$ cat config.mk
export PLATFORM = sky130hd
export DESIGN_NAME = inst_fetch_arb
export DESIGN_NICKNAME = d
export VERILOG_FILES = /design/src/rtl/inst_fetch_arb_pkg.sv /design/src/rtl/inst_fetch_arb_wait_cnt.sv /design/src/rtl/inst_fetch_arb.sv
export SDC_FILE = /design/constraint.sdc
export NUM_CORES = 1
export LEC_CHECK = 0
export BUFFER_PORTS_ARGS = -buffer_cell sky130_fd_sc_hd__buf_2
export CORE_MARGIN = 2
export CORE_UTILIZATION = 43
export DETAILED_ROUTE_END_ITERATION = 10
export PLACE_DENSITY_LB_ADDON = 0.3
export SYNTH_ARGS = -nofsm -noshare
export SYNTH_HDL_FRONTEND = slang
export SYNTH_SLANG_ARGS = --single-unit
$ cat constraint.sdc
create_clock -name clk -period 2.7 [get_ports clk]
set_input_delay 0.54 -clock clk [delete_from_list [all_inputs] [get_ports clk]]
set_output_delay 0.54 -clock clk [all_outputs]
set_load 0.02 [all_outputs]
$ cat src/rtl/inst_fetch_arb_pkg.sv
// Shared constants and owner-state encoding for the instruction ROM arbiter.
`timescale 1ns/1ps
package inst_fetch_arb_pkg;

    localparam int INST_ADDR_W = 32;
    localparam int INST_W      = 32;

    localparam logic [INST_W-1:0] ZERO_WORD    = 32'h0000_0000;
    localparam logic              CHIP_ENABLE  = 1'b1;
    localparam logic              CHIP_DISABLE = 1'b0;

    // Owner of the ROM access launched in the previous cycle.
    typedef enum logic [1:0] {
        ARB_IDLE = 2'b00,
        ARB_IF   = 2'b01,
        ARB_DBG  = 2'b10
    } arb_state_e;

    function automatic arb_state_e next_owner(input logic if_gnt, input logic dbg_gnt);
        if (if_gnt) begin
            return ARB_IF;
        end else if (dbg_gnt) begin
            return ARB_DBG;
        end
        return ARB_IDLE;
    endfunction

endpackage

$ cat src/rtl/inst_fetch_arb_wait_cnt.sv
// Saturating count of consecutive cycles the debug port was refused the ROM.
`timescale 1ns/1ps
module arb_wait_cnt #(
    parameter int MAX_WAIT = 4
) (
    input  logic       clk,
    input  logic       rst,
    input  logic       dbg_req,
    input  logic       dbg_gnt,
    output logic [3:0] cnt,
    output logic       at_max
);

    localparam logic [3:0] MAX_CNT = 4'(MAX_WAIT);

    logic [3:0] cnt_q;
    logic [3:0] cnt_d;

    always_comb begin
        cnt_d = cnt_q;
        if (!dbg_req || dbg_gnt) begin
            cnt_d = 4'd0;
        end else if (cnt_q != MAX_CNT) begin
            cnt_d = cnt_q + 4'd1;
        end
    end

    always_ff @(posedge clk or posedge rst) begin
        if (rst) begin
            cnt_q <= 4'd0;
        end else begin
            cnt_q <= cnt_d;
        end
    end

    assign cnt    = cnt_q;
    assign at_max = (cnt_q == MAX_CNT);

endmodule

$ cat src/rtl/inst_fetch_arb.sv
// Shares the single-port instruction ROM between fetch and the debug reader,
// registering the returned word onto the port that owned the access.
`timescale 1ns/1ps
module inst_fetch_arb
    import inst_fetch_arb_pkg::*;
#(
    parameter int MAX_WAIT = 4
) (
    input  logic        clk,
    input  logic        rst,
    input  logic        if_req,
    input  logic [31:0] if_addr,
    output logic        if_gnt,
    output logic        if_rvalid,
    output logic [31:0] if_rdata,
    input  logic        dbg_req,
    input  logic [31:0] dbg_addr,
    output logic        dbg_gnt,
    output logic        dbg_rvalid,
    output logic [31:0] dbg_rdata,
    output logic        rom_ce,
    output logic [31:0] rom_addr,
    input  logic [31:0] rom_inst,
    output logic        stallreq
);

    // Handshake: a requester holds req/addr stable until it samples gnt=1 in
    // the same cycle; the word for that grant is presented with rvalid=1 in the
    // following cycle, and req/addr may change in that cycle.

    arb_state_e  state_q, state_d;
    logic        if_rvalid_q, if_rvalid_d;
    logic        dbg_rvalid_q, dbg_rvalid_d;
    logic [31:0] if_rdata_q, if_rdata_d;
    logic [31:0] dbg_rdata_q, dbg_rdata_d;
    logic [3:0]  wait_cnt;
    logic        wait_at_max;

    arb_wait_cnt #(
        .MAX_WAIT (MAX_WAIT)
    ) u_wait_cnt (
        .clk     (clk),
        .rst     (rst),
        .dbg_req (dbg_req),
        .dbg_gnt (dbg_gnt),
        .cnt     (wait_cnt),
        .at_max  (wait_at_max)
    );

    always_comb begin
        // Fetch owns the port unless it is idle or debug has waited its limit.
        dbg_gnt  = dbg_req && (!if_req || wait_at_max);
        if_gnt   = if_req && !dbg_gnt;
        stallreq = if_req && !if_gnt;
        rom_ce   = (if_gnt || dbg_gnt) ? CHIP_ENABLE : CHIP_DISABLE;
        rom_addr = ZERO_WORD;
        if (if_gnt) begin
            rom_addr = if_addr;
        end else if (dbg_gnt) begin
            rom_addr = dbg_addr;
        end

        state_d      = next_owner(if_gnt, dbg_gnt);
        if_rvalid_d  = (state_d == ARB_IF);
        dbg_rvalid_d = (state_d == ARB_DBG);
        if_rdata_d   = if_rvalid_d ? rom_inst : if_rdata_q;
        dbg_rdata_d  = dbg_rvalid_d ? rom_inst : dbg_rdata_q;
    end

    always_ff @(posedge clk or posedge rst) begin
        if (rst) begin
            state_q      <= ARB_IDLE;
            if_rvalid_q  <= 1'b0;
            dbg_rvalid_q <= 1'b0;
            if_rdata_q   <= ZERO_WORD;
            dbg_rdata_q  <= ZERO_WORD;
        end else begin
            state_q      <= state_d;
            if_rvalid_q  <= if_rvalid_d;
            dbg_rvalid_q <= dbg_rvalid_d;
            if_rdata_q   <= if_rdata_d;
            dbg_rdata_q  <= dbg_rdata_d;
        end
    end

    assign if_rvalid  = if_rvalid_q;
    assign if_rdata   = if_rdata_q;
    assign dbg_rvalid = dbg_rvalid_q;
    assign dbg_rdata  = dbg_rdata_q;

endmodule

==> results of run 1 <==
## timing repair
item                                    4_1_cts  5_1_grt
endpoints found under the hold margin         0        0
endpoints found under the setup margin        0       33
hold buffers                                  0        0
## kinds of logic (layout without fill, tap and decap cells)
logic type	Yosys count	count (layout)	share of synthesized area, %
flops	70	70	54.18
mux	64	64	22.99
simple gates	43	43	6.927
compound gates	34	34	10.49
xor+xnor	2	2	0.5419
buf+inv	22	229	4.102
fa+ha+maj	2	2	0.7739
## how the worst max path moves through the flow
stage                       from           end  cells past startpoint  slack, ns
6_report       u_wait_cnt.cnt[0]  rom_addr[10]                      7       0.19
5_1_grt        u_wait_cnt.cnt[0]  rom_addr[10]                      7       0.04
4_1_cts        u_wait_cnt.cnt[0]  rom_addr[10]                      7       0.06
3_5_place_dp   u_wait_cnt.cnt[0]  rom_addr[10]                      7       0.45
3_3_place_gp   u_wait_cnt.cnt[0]  rom_addr[12]                      7       0.48
2_1_floorplan                rst  dbg_rdata[0]                      1       0.39
## Yosys cell counts
cell,number,share of area [%]
ha_1,2,0.77
dfrtp_1,70,54
a21bo_2,32,9.9
a21boi_0,1,0.23
mux2_4,6,2.8
xor2_1,1,0.27
a21boi_2,1,0.35
nor2_1,4,0.46
clkbuf_1,5,0.58
and2_1,1,0.19
buf_8,1,0.46
buf_4,8,1.9
nand3_1,34,5.3
or2_2,1,0.19
nand3b_1,1,0.23
nand4b_2,1,0.46
nand2_1,1,0.12
buf_2,1,0.15
buf_1,1,0.12
buf_6,1,0.35
inv_1,5,0.58
xnor2_1,1,0.27
mux2_2,58,20
## area by class of cell
type	count	area [um^2]	share of cell area, %
clock buffers	11	141.4	3.099
clock inverters	5	81.33	1.783
inverters	5	18.77	0.4114
multi-input cells	145	1356	29.73
flip-flops and latches	70	1752	38.40
well taps	99	123.9	2.715
repair buffers	208	1089	23.86
## cell usage in the layout (no fill, tap or decap), types with 2 or more instances in the layout
| master | Yosys | layout |
|---|---|---|
| mux2_2 | 58 | 58 |
| bufinv_16 | 0 | 2 |
| ha_1 | 2 | 2 |
| mux2_4 | 6 | 6 |
| clkbuf_8 | 0 | 10 |
| dfrtp_1 | 70 | 70 |
| inv_1 | 5 | 4 |
| buf_4 | 8 | 5 |
| a21bo_2 | 32 | 32 |
| buf_2 | 1 | 201 |
| nand3_1 | 34 | 34 |
| nor2_1 | 4 | 4 |
## metal layers
layer | share of wire [%] | vias to the layer above | track usage [%] | routed length (um)
met1 | 42 | 1283 | 25.15 | 3399
met4 | 1.5 | 0 | 5.641 | 126
li1 | - | 1248 | - | -
met3 | 5.3 | 14 | 6.010 | 433
met5 | 0 | - | 0 | 0
met2 | 52 | 96 | 33.08 | 4220
## sequential cells by signal, indices dropped and copies added, names as in the netlist
register,count
dbg_rdata,32
dbg_rvalid,1
if_rdata,32
if_rvalid,1
u_wait_cnt.cnt,4
## metrics by stage
stage / area, um^2 / instances / util [%] / worst slack (ns)
floorplan: 3233 / 237 / - / 0.3918
global placement: 4314 / 526 / 59.48 / 0.4765
detailed placement: 4314 / 526 / 59.48 / 0.4503
CTS: 4537 / 542 / 62.55 / 0.06247
global route: 4562 / 543 / 62.89 / 0.04256
finish: 4562 / 543 / 62.89 / 0.1881
## power groups by stage
| stage | clock network [mW] | logic [mW] | registers, mW |
|---|---|---|---|
| detailed placement | 0 | 0.728 | 1.25 |
| global route | 1.01 | 0.774 | 1.24 |
| floorplan | 0 | 0.294 | 1.40 |
| CTS | 0.957 | 0.730 | 1.23 |
| finish | 0.935 | 0.725 | 1.23 |
| global placement | 0 | 0.716 | 1.24 |
==> results.toml, run 1 <==
[global_route]
grt_first_pass_wirelength_mm = 13.06
grtUsageTotal_pct = 19.90
antenna_found_initial = 0
grt_max_degree = 67
grt_pass1_vias = 2596
grt_overflow = 0

[cells_and_area]
n_antenna_cell = 0
area_delta_synth_final_pct = 41.10
fill_cells = 621
nNetsFinal = 541
drive_gt1_share_pct = 72.75

[logic_synthesis]
synth_area_um2 = 3233
seq_area_frac_synth_pct = 54.18
ys_ff_latch = 70
ys_warn_count = 0
syn_nets = 339
syn-instance-count = 237
syn_avg_cell_area_um2 = 13.64
ys_types = 23

[setup_path]
max_stage_delay_ns = 0.41
slowest_stage = "dfrtp_1"
crit_chain = "inv_1 > ha_1 > nand3b_1 > a21boi_4 > buf_12 > a21bo_2 > buf_2"
cp-start-kind = "flip-flop"
critical_path_required_ns = 2.16
rrSetupSlack_ns = 0.65
crit_arrival_ns = 1.97
r2r-end = "if_rdata[16]"
r2r_start = "u_wait_cnt.cnt[0]"
crit_buf_inv = 3
crit_path_end_kind = "output pin"
path_class = "reg -> out"
worstPathMaxFanout = 33
r2r_cells = 7
crit_family = "buffers and inverters"

[clocking]
htreeDepth = 3
cts_tree = "done"
cts-root-buf = "clkbuf_8"
insertion_delay_ns = 0.34
cts.path.max_buffers = 2
cts_setup_buffers = 0
cts.sinks = 70
numCtsBuffers = 9
clkSlewWorstSetupHoldPaths_ns = 0.07
post_cts_resized = 0

[timing]
clock.fmax_mhz = 398.1
final-setup-viol-count = 0
whs_ns = 0.2596
setup_tns_ns = 0
layout_min_cycle_time_ns = 2.512
slew_violations = 0
tightest_slew_ns = 0.5933
finClkSkew_ns = 0.004542
rsz0062_at_grt = "false"
slew_headroom_pct = 60.39
finalHoldViolCount = 0
final.period_utilization_pct = 93.03

[route]
firstDrtPassIters = 4
drc = 0
vias = 2641
via_per_inst = 4.864
routed_wl_mm = 8.179
wl_per_cell_um = 15.06
first_iter_violations = 91
drtAntennaViolNets = 0

[power]
p_seq_share_pct = 42.5
p_sw_share_pct = 29.34
power_frac_comb_pct = 25.1
vdd_drop_max_mv = 0.3913
p_int_mw = 2.039
p_leak_nw = 2.381
p_clk_share_pct = 32.4
switchingPower_mw = 0.8466
cellPowerDensity_nw_per_um2 = 632.5
power_mw = 2.885

[place]
hpwl_mm = 5.966
place_congestion = 0.7324
place.port_buffers = 201

[die]
core_um2 = 7253
initial_core_util_pct = 44.57
die_w_um = 90.71
die_area_um2 = 8228
io_pins = 202
fp-row-count = 31
die_h_um = 90.71

[worst_hold_path]
min_path_type = "in -> async"

[run]
drv_cap = 0

[run_status]
outcome = "finished, final reports clean"
No activity file was read; power rests on OpenSTA's default activity.
==> inputs of run 2 (changes only) <==
--- a/config.mk
+++ b/config.mk
@@ -6,8 +6,10 @@
 export NUM_CORES = 1
 export LEC_CHECK = 0
 export BUFFER_PORTS_ARGS = -buffer_cell sky130_fd_sc_hd__buf_2
+export CELL_PAD_IN_SITES_DETAIL_PLACEMENT = 1
+export CELL_PAD_IN_SITES_GLOBAL_PLACEMENT = 2
 export CORE_MARGIN = 2
-export CORE_UTILIZATION = 43
+export CORE_UTILIZATION = 25
 export DETAILED_ROUTE_END_ITERATION = 10
 export PLACE_DENSITY_LB_ADDON = 0.3
 export SYNTH_ARGS = -nofsm -noshare
==> results.toml, run 2 (same netlist as run 1, synthesis figures left out) <==
[clocking]
post_cts_resized = 0
numCtsBuffers = 9
cts-root-buf = "clkbuf_16"
cts.path.max_buffers = 2
insertion_delay_ns = 0.32
cts.sinks = 70
htreeDepth = 3
cts_tree = "done"
clkSlewWorstSetupHoldPaths_ns = 0.05
cts_setup_buffers = 0
hold_buffers = 0

[global_route]
grtUsageTotal_pct = 14.36
grt_pass1_vias = 2902
grt_max_degree = 45
antenna_found_initial = 0
grt_first_pass_wirelength_mm = 15.89
grt_overflow = 0

[power]
p_leak_nw = 2.418
power_mw = 3.106
cellPowerDensity_nw_per_um2 = 657.7
p_clk_share_pct = 36.9
p_seq_share_pct = 39.6
p_sw_share_pct = 27.63
power_frac_comb_pct = 23.5
vdd_drop_max_mv = 0.2365
switchingPower_mw = 0.8581
p_int_mw = 2.248

[setup_path]
r2r_cells = 7
path_class = "reg -> out"
crit_buf_inv = 3
r2r-end = "if_rdata[27]"
crit_path_end_kind = "output pin"
slowest_stage = "dfrtp_1"
crit_arrival_ns = 1.98
crit_family = "buffers and inverters"
worstPathMaxFanout = 44
rrSetupSlack_ns = 0.71
max_stage_delay_ns = 0.40
critical_path_required_ns = 2.16
r2r_start = "u_wait_cnt.cnt[0]"
cp-start-kind = "flip-flop"
crit_chain = "inv_1 > ha_1 > nand3b_1 > a21boi_4 > buf_12 > a21bo_2 > buf_2"

[place]
hpwl_mm = 7.515
place.port_buffers = 201
pre_cts_ws_ns = 0.4716
placed_cells = 601
place_congestion = 0.8458

[cells_and_area]
fin_cells = 615
area_delta_synth_final_pct = 46.09
drive_gt1_share_pct = 72.46
nNetsFinal = 542
n_antenna_cell = 0
final_common_cell = "buf_2"
final_cell_mix = "buf_2 (201), dfrtp_1 (70), mux2_2 (58), nand3_1 (34), a21bo_2 (32)"

[route]
first_iter_violations = 71
vias = 2666
firstDrtPassIters = 4
drtAntennaViolNets = 0
routed_wl_mm = 9.815
wl_per_cell_um = 15.96
via_per_inst = 4.335
drc = 0

[run_status]
outcome = "finished, final reports clean"

[worst_hold_path]
min_path_type = "in -> async"

[timing]
tightest_slew_ns = 0.5201
final.period_utilization_pct = 93.22
finClkSkew_ns = 0.001859
slew_headroom_pct = 65.28
finalHoldViolCount = 0
fin_ws_ns = 0.1832
layout_min_cycle_time_ns = 2.517
slew_violations = 0
clock.fmax_mhz = 397.3
setup_tns_ns = 0
rsz0062_at_grt = "false"
final-setup-viol-count = 0

[die]
core_um2 = 12620
die_area_um2 = 13860
fp-row-count = 41
initial_core_util_pct = 25.62
die_h_um = 117.7
die_w_um = 117.7
io_pins = 202

[run]
drv_cap = 0
run 2: cell count changes in the layout (fill, tap and decap cells not counted), sizes merged:
cell,before,now
clkinvlp,1,0
bufinv,2,1
buf,207,209
clkinv,1,0
clkbuf,12,13
inv,6,5
run 2: per-layer routing:
| metal | global-route usage, % | part of all wire (%) |
|---|---|---|
| met2 | 27.33 | 57 |
| met1 | 16.36 | 39 |
| met3 | 2.713 | 3.6 |
| met4 | 3.614 | 0.66 |
| met5 | 0 | 0 |
run 2: worst reg2reg max path, delay by kind of cell, from the launching register on:
family / cells / cell delay, ns
fa+ha+maj: 1 / 0.19
mux: 1 / 0.40
buf+inv: 3 / 0.61
flops: 1 / 0.40
simple gates: 2 / 0.28
run 2: power groups by stage:
stage               Clock [mW]  Sequential, mW  Combinational (mW)
floorplan                    0            1.40               0.294
global placement             0            1.24               0.733
detailed placement           0            1.25               0.744
CTS                       1.20            1.23               0.746
global route              1.25            1.25               0.783
finish                    1.15            1.23               0.731
run 2: layout make-up:
cell class	instances	area, um^2
clock buffers	13	260.3
clock inverters	1	30.03
fillers	1472	7896
inverters	5	18.77
multi-input cells	145	1356
flip-flops and latches	70	1752
well taps	172	215.2
repair buffers	209	1091
run 2: worst max path at each step:
| stage | from | to | slack [ns] | depth (start not counted) |
|---|---|---|---|---|
| 2_1_floorplan | rst | dbg_rdata[0] | 0.39 | 1 |
| 3_3_place_gp | if_req | rom_addr[4] | 0.47 | 5 |
| 3_5_place_dp | if_req | rom_addr[5] | 0.47 | 5 |
| 4_1_cts | u_wait_cnt.cnt[0] | rom_addr[16] | 0.15 | 7 |
| 5_1_grt | u_wait_cnt.cnt[0] | rom_addr[16] | 0.06 | 7 |
| 6_report | u_wait_cnt.cnt[0] | rom_addr[10] | 0.18 | 7 |
run 2: metrics by stage:
| stage | instance area (um^2) | utilization, % | hold slack (ns) |
|---|---|---|---|
| 5_1_grt | 4723 | 37.43 | 0.2989 |
| 3_5_place_dp | 4433 | 35.13 | 0.4795 |
| 6_report | 4723 | 37.43 | 0.2573 |
| 3_3_place_gp | 4433 | 35.13 | 0.4741 |
| 2_1_floorplan | 3233 | - | 0.4541 |
| 4_1_cts | 4723 | 37.43 | 0.2649 |
